==> src/rtl/instruction_fetch_mem.sv <==
// Programmable instruction memory with a registered, handshaked fetch stage.
// Each fetched word is split into OPCode / Rs / Four_Zero_Bits; out-of-range fetches return a flagged NOP.
module instruction_fetch_mem #(
  parameter int DATA_W = 8,
  parameter int ADDR_W = 8,
  parameter int DEPTH  = 256,
  parameter int OP_W   = 3,
  parameter int RS_W   = 2
) (
  input  logic                     clock,
  input  logic                     reset,
  input  logic [ADDR_W-1:0]        PCinst,
  input  logic                     fetch_valid,
  output logic                     fetch_ready,
  output logic                     inst_valid,
  input  logic                     inst_ready,
  output logic [OP_W-1:0]          OPCode,
  output logic [RS_W-1:0]          Rs,
  output logic [DATA_W-OP_W-1:0]   Four_Zero_Bits,
  output logic                     addr_err,
  input  logic                     prog_en,
  input  logic [ADDR_W-1:0]        prog_addr,
  input  logic [DATA_W-1:0]        prog_data
);

  localparam int IDX_W = (DEPTH > 1) ? $clog2(DEPTH) : 1;
  localparam int LO_W  = DATA_W - OP_W;

  logic [DATA_W-1:0] mem [0:DEPTH-1];

  logic              fetch_in_range;
  logic              prog_in_range;
  logic [IDX_W-1:0]  fetch_idx;
  logic [IDX_W-1:0]  prog_idx;
  logic [DATA_W-1:0] rd_word;
  logic              accept;

  logic              inst_valid_q, inst_valid_d;
  logic              addr_err_q, addr_err_d;
  logic [OP_W-1:0]   opcode_q, opcode_d;
  logic [RS_W-1:0]   rs_q, rs_d;
  logic [LO_W-1:0]   low_q, low_d;

  // When the array covers the whole address space every address is legal.
  generate
    if (DEPTH >= 2**ADDR_W) begin : g_full_range
      assign fetch_in_range = 1'b1;
      assign prog_in_range  = 1'b1;
    end else begin : g_partial_range
      assign fetch_in_range = (PCinst < ADDR_W'(DEPTH));
      assign prog_in_range  = (prog_addr < ADDR_W'(DEPTH));
    end
  endgenerate

  assign fetch_idx = PCinst[IDX_W-1:0];
  assign prog_idx  = prog_addr[IDX_W-1:0];

  // Write-first: a same-cycle write to the fetched address is forwarded.
  always_comb begin
    rd_word = mem[fetch_idx];
    if (prog_en && prog_in_range && (prog_addr == PCinst)) begin
      rd_word = prog_data;
    end
  end

  assign fetch_ready = !inst_valid_q || inst_ready;
  assign accept      = fetch_valid && fetch_ready;

  always_comb begin
    inst_valid_d = inst_valid_q;
    addr_err_d   = addr_err_q;
    opcode_d     = opcode_q;
    rs_d         = rs_q;
    low_d        = low_q;
    if (accept) begin
      inst_valid_d = 1'b1;
      if (fetch_in_range) begin
        addr_err_d = 1'b0;
        opcode_d   = rd_word[DATA_W-1 -: OP_W];
        rs_d       = rd_word[DATA_W-OP_W-1 -: RS_W];
        low_d      = rd_word[LO_W-1:0];
      end else begin
        addr_err_d = 1'b1;
        opcode_d   = '0;
        rs_d       = '0;
        low_d      = '0;
      end
    end else if (inst_ready) begin
      inst_valid_d = 1'b0;
    end
  end

  always_ff @(posedge clock) begin
    if (!reset) begin
      inst_valid_q <= 1'b0;
      addr_err_q   <= 1'b0;
      opcode_q     <= '0;
      rs_q         <= '0;
      low_q        <= '0;
    end else begin
      inst_valid_q <= inst_valid_d;
      addr_err_q   <= addr_err_d;
      opcode_q     <= opcode_d;
      rs_q         <= rs_d;
      low_q        <= low_d;
    end
  end

  // Contents survive reset; writes are only blocked while reset is asserted.
  always_ff @(posedge clock) begin
    if (reset && prog_en && prog_in_range) begin
      mem[prog_idx] <= prog_data;
    end
  end

  assign inst_valid     = inst_valid_q;
  assign addr_err       = addr_err_q;
  assign OPCode         = opcode_q;
  assign Rs             = rs_q;
  assign Four_Zero_Bits = low_q;

endmodule
==> config.mk <==
export PLATFORM = sky130hd
export DESIGN_NAME = instruction_fetch_mem
export DESIGN_NICKNAME = d
export VERILOG_FILES = /design/src/rtl/instruction_fetch_mem.sv
export SDC_FILE = /design/constraint.sdc
export NUM_CORES = 2
export LEC_CHECK = 0
export BUFFER_PORTS_ARGS = -buffer_cell sky130_fd_sc_hd__buf_4
export CORE_MARGIN = 2
export CORE_UTILIZATION = 41
export DETAILED_ROUTE_END_ITERATION = 8
export PLACE_DENSITY = 0.61
export SYNTH_ARGS = -nofsm -noshare
export SYNTH_HDL_FRONTEND = slang
export SYNTH_SLANG_ARGS = --single-unit
==> constraint.sdc <==
create_clock -name clock -period 3.1 [get_ports clock]
set_clock_uncertainty 0.15 [all_clocks]
set_input_delay 0.31 -clock clock [delete_from_list [all_inputs] [get_ports clock]]
set_output_delay 0.31 -clock clock [all_outputs]
set_load 0.05 [all_outputs]
; ---- Yosys cells after proc, flatten, opt, wreduce, memory -nomap -nowiden
; Memories as Yosys holds them, arrays and structs flattened.
; Index checks and enable logic that the tools add are counted.
[totals]
register_bits = 11
ramBits = 2048
in_bits = 29
out_inout_bits = 13
elab_cells = 17
n_memories = 1
[op_classes]
eq_ne = 1
mux = 5
n_reduce_logical = 6
[mem_list]
columns = memory, words, width, rd, rd_ports_with_merged_regs, write_ports, line_no
row1 = mem, 256, 8, 1, 0, 1, 29  ; logic [DATA_W-1:0] mem [0:DEPTH-1];
[ops]
columns = cell, n
row1 = $eq A8 B8 Y1, 1
row2 = $mux W8, 1
row3 = $mux W1, 4
row4 = $logic_and A1 B1 Y1, 3
row5 = $reduce_bool A2 Y1, 1
row6 = $logic_not A1 Y1, 1
row7 = $logic_or A1 B1 Y1, 1

; ---- Depth between registers and ports, before layout
[depth]
word_depth = 4
ltp_mapped = 13
mapped_depth_nobuf = 7

; ---- Least setup slack after synthesis
; OpenSTA, ideal clock, no wires.
[synth_timing]
path_type = register to register
start = register inst_valid_q (netlist: inst_valid)
end = register opcode_q[2] (netlist: OPCode[2])
setup_time_ns = 0.134
arrival_time_ns = 2.369
required_ns = 2.816
slack_ns = 0.447
stages_incl_launch_ff = 8
n_path_buf = 1
synth_period_minus_slack_ns = 2.653
path_cell_list = dfxtp_1 > nand2b_1 > and3_1 > clkbuf_1 > nand2_1 > a211o_1 > nor4_1 > or4_1
[synth_between]
elab_chain_len = 3
[synth_rtl]
columns = item, line_no
row1 = "start, declared", 38  ; logic inst_valid_q, inst_valid_d;
row2 = "start signal, assigned", 101  ; inst_valid_q <= inst_valid_d;
row3 = $logic_not A1 Y1, 66  ; assign fetch_ready = !inst_valid_q || inst_ready;
row4 = $logic_or A1 B1 Y1, 66
row5 = via fetch_ready, 14  ; output logic fetch_ready,
row6 = $logic_and A1 B1 Y1, 67  ; assign accept = fetch_valid && fetch_ready;
row7 = "end signal, assigned", 103  ; opcode_q <= opcode_d;
row8 = "end, declared", 40  ; logic [OP_W-1:0] opcode_q, opcode_d;
; The timed path passes the listed nets, and every way through them passes these cells.
; A chain may end at the register's enable or synchronous reset.

; ---- Worst setup path in the final report
[layout_timing]
start = memory mem[86][7]
end = register opcode_q[2] (netlist: OPCode[2])
[layout_between]
elab_chain_len = 2
[layout_rtl]
columns = item, line_no
row1 = "start, declared", 29
row2 = $mem_v2 Z256 W8, n/a
row3 = $mux W8, 61  ; if (prog_en && prog_in_range && (prog_addr == PCinst)) begin
; Every way passes these cells.

==> results.md <==
- Worst EP required: 3.70 ns
- Initial antenna violation count: 9
- Fin crit period: 3.03 ns
- Mux share of post-synthesis cell area: 0.152
- Initial core utilization: 0.413
- Die height: 447 um
- Unique masters post-synth: 65
- Least-Margin Pin Slew: 1.16 ns
- Post-synthesis sequential area ratio: 0.766
- DR vias/cell: 5.81
- Routability congestion estimate: 0.935
- # setup viols final: 0
- RSZ-0062 raised after global routing: false
- Placed Area: 88,900 sq um
- Layout cell share with drive strength beyond 1: 0.318
- Final period util: 0.977
- Post-Syn Area: 80,500 sq um
- HPWL after detailed placement: 154 mm
- 1st-pass router iterations: 5
- Largest family of logic cells by synthesized area: multiplexers
- VDD IR max: 0.605 mV
- Setup WS post-layout: 0.0724 ns
- Root buf cell: clkbuf_16
- Area Overhead vs Synth: 18.5%
- Num rows: 162
- Worst Hold Margin: 0.0958 ns
- All-Layer GR Usage: 0.232
- Routed len/inst: 31.1 um
- Worst hold path type: input port to flip-flop
- H-tree depth: 4
- Crit path cell chain: mux4_1 -> mux4_2 -> a22o_1 -> nor3_4 -> buf_4 -> nor4_1 -> or4_1
- Post-CTS setup buffer count: 0
- Post-synth top flop: edfxtp_1
- DRT iter0 DRCs: 6,003
- Cells after Synth: 3,926
- Total CTS buffers: 198
- Adder-Cell Fraction of Synth Area: 0
- Layout fillers: 15,972
- Final net count: 4,699
- Commonest non-fill, non-tap cell in the layout: edfxtp_1
- Buffer and inverter count on the worst path: 1
- Multi-input logic area: 17,400 sq um
- CP Max Fanout: 1
- Worst rel slew slack: 0.226
- Global route total overflow: 0
- I/O Buffers: 40
- Seq. cell area: 61,700 sq um
- Via count: 43,327
- Fin area: 95,500 sq um
- CTS tree: yes
- Die area: 200,000 sq um
- CP max stage cell: mux4_1
- Reg clk slew, reported paths: 0.06 ns
- Clock sink count: 2,057
- Status: finished clean
- Pleak: 0.0312 uW
- Pwr Total: 58,100 uW
- Syn_nets: 3,955
- Setup Crit Path Kind: flip-flop to flip-flop
- Syn avg cell area: 20.5 sq um
- Most frequent cells in the layout: edfxtp_1 (2,048), buf_4 (702), mux4_2 (465)
- Width of the die: 447 um
- Yosys warns: 0
- Placement Setup Slack: -0.638 ns
- Core area: 195,000 sq um
- Synth Area in Simple Gates: 0.0386
- Xor/xnor cell area share of the yosys netlist: 0.000870
- Crit path DAT: 3.62 ns
- MaxCap Viol Count: 0
- Setup_tns: 0 ns
- CP delay by family, top: multiplexers
- CP Capture Type: flip-flop
- I/O pin cnt: 42
- DRC: 0
- Post-synth ARST share: 0
- Worst skew pair latency: 0.87 ns
- Worst setup SP type: flip-flop
- Fmax: 330 MHz
- Final Slew Violations: 0
- Final Hold Fails: 0
- Largest net degree at the start of global routing: 186
- Register bit count reported by yosys: 2,057
- CP peak stage delay: 0.53 ns
- Post-DRT Antenna Nets: 0
- Synth Area in Compound Gates: 0.0245
- Clk buf depth: 3
- First-pass GRT wire length: 327 mm
- Routed WL: 232 mm
- Pwr per Cell Area: 608 nW/um^2
- Number of flops mapped to enable cells by yosys: 2,048
- Vias in the first global route: 42,788
-- final cells by class --
class / count / area share
diodes: 4 / 0.000105
flip-flops and latches: 2057 / 0.646
inverters: 7 / 0.000275
well taps: 2624 / 0.0344
clock buffers: 249 / 0.0546
multi-input cells: 1625 / 0.182
clock inverters: 116 / 0.0128
repair buffers: 781 / 0.0698
-- worst paths after layout --
kind                          start           endpoint  slack [ns]  cells past startpoint
hold reg to reg   Four_Zero_Bits[2]  Four_Zero_Bits[2]        0.60                      2
hold / removal         prog_addr[0]        mem[151][1]         0.1                      4
setup / recovery         mem[86][7]          OPCode[2]        0.07                      7
setup reg to reg         mem[86][7]          OPCode[2]        0.07                      7
-- power by group --
part	internal (uW)	total (uW)	leakage (uW)	switching (uW)
Sequential	30600	30700	0.0185	48.9
Combinational	1270	3420	0.00962	2150
Clock	13400	24000	0.00311	10600
-- registers in the layout (all words and copies together), names as in the netlist --
signal / flops
Four_Zero_Bits: 3
OPCode: 3
Rs: 2
inst_valid: 1
mem: 2048
-- synth_stat cells, types with 8 or more instances --
cell / instances / area (sq um)
buf_4: 26 / 195
a21oi_1: 23 / 115
edfxtp_1: 2048 / 61500
nand2_1: 179 / 672
o22ai_1: 47 / 294
o21ai_0: 28 / 140
buf_1: 9 / 33.8
clkbuf_1: 88 / 330
nor4_1: 22 / 138
o21ai_1: 9 / 45.0
a31oi_1: 17 / 106
a22oi_1: 49 / 368
nand3_1: 63 / 315
mux4_1: 8 / 210
nand2b_1: 11 / 68.8
mux4_2: 465 / 10500
buf_2: 69 / 345
buf_6: 33 / 372
dfxtp_1: 9 / 180
mux2_2: 11 / 124
o211ai_1: 10 / 75.1
a22o_1: 18 / 158
a221oi_1: 8 / 70.1
mux2i_1: 136 / 1360
o221ai_1: 11 / 96.3
nand4_1: 24 / 150
a211oi_1: 15 / 113
nor3_1: 36 / 180
nor2b_1: 25 / 156
nor2_1: 321 / 1200
and3_1: 10 / 62.6
-- worst register-to-register path: stages, from the launching register on --
cell and delay (ns):
edfxtp_1 0.36, mux4_1 0.53, mux4_2 0.50, a22o_1 0.38
nor3_4 0.25, buf_4 0.17, nor4_1 0.05, or4_1 0.53
-- per-stage QoR --
step / instances / util
floorplan: 3926 / -
global placement: 7082 / 0.456
detailed placement: 7082 / 0.456
CTS: 7459 / 0.490
global route: 7459 / 0.490
finish: 7463 / 0.490
-- layer usage --
metal	vias to the layer above	wire length (um)	GRT usage
met5	-	0	0
met4	0	10300	0.0929
met3	421	21000	0.0428
met2	2250	109000	0.363
met1	22899	92100	0.324
li1	17757	-	-
-- kinds of logic after synthesis --
kind of cell	Yosys count
xor+xnor	8
buf+inv	244
simple gates	714
other cells	1
compound gates	278
mux	624
flops	2057
-- repair_timing --
item	4_1_cts	5_1_grt
endpoints found under the hold margin	244	0
gates cloned	0	0
endpoints found under the setup margin	1	1
resized for setup	2	1
hold buffers	12	0
Power figures use the tool's default switching activity.
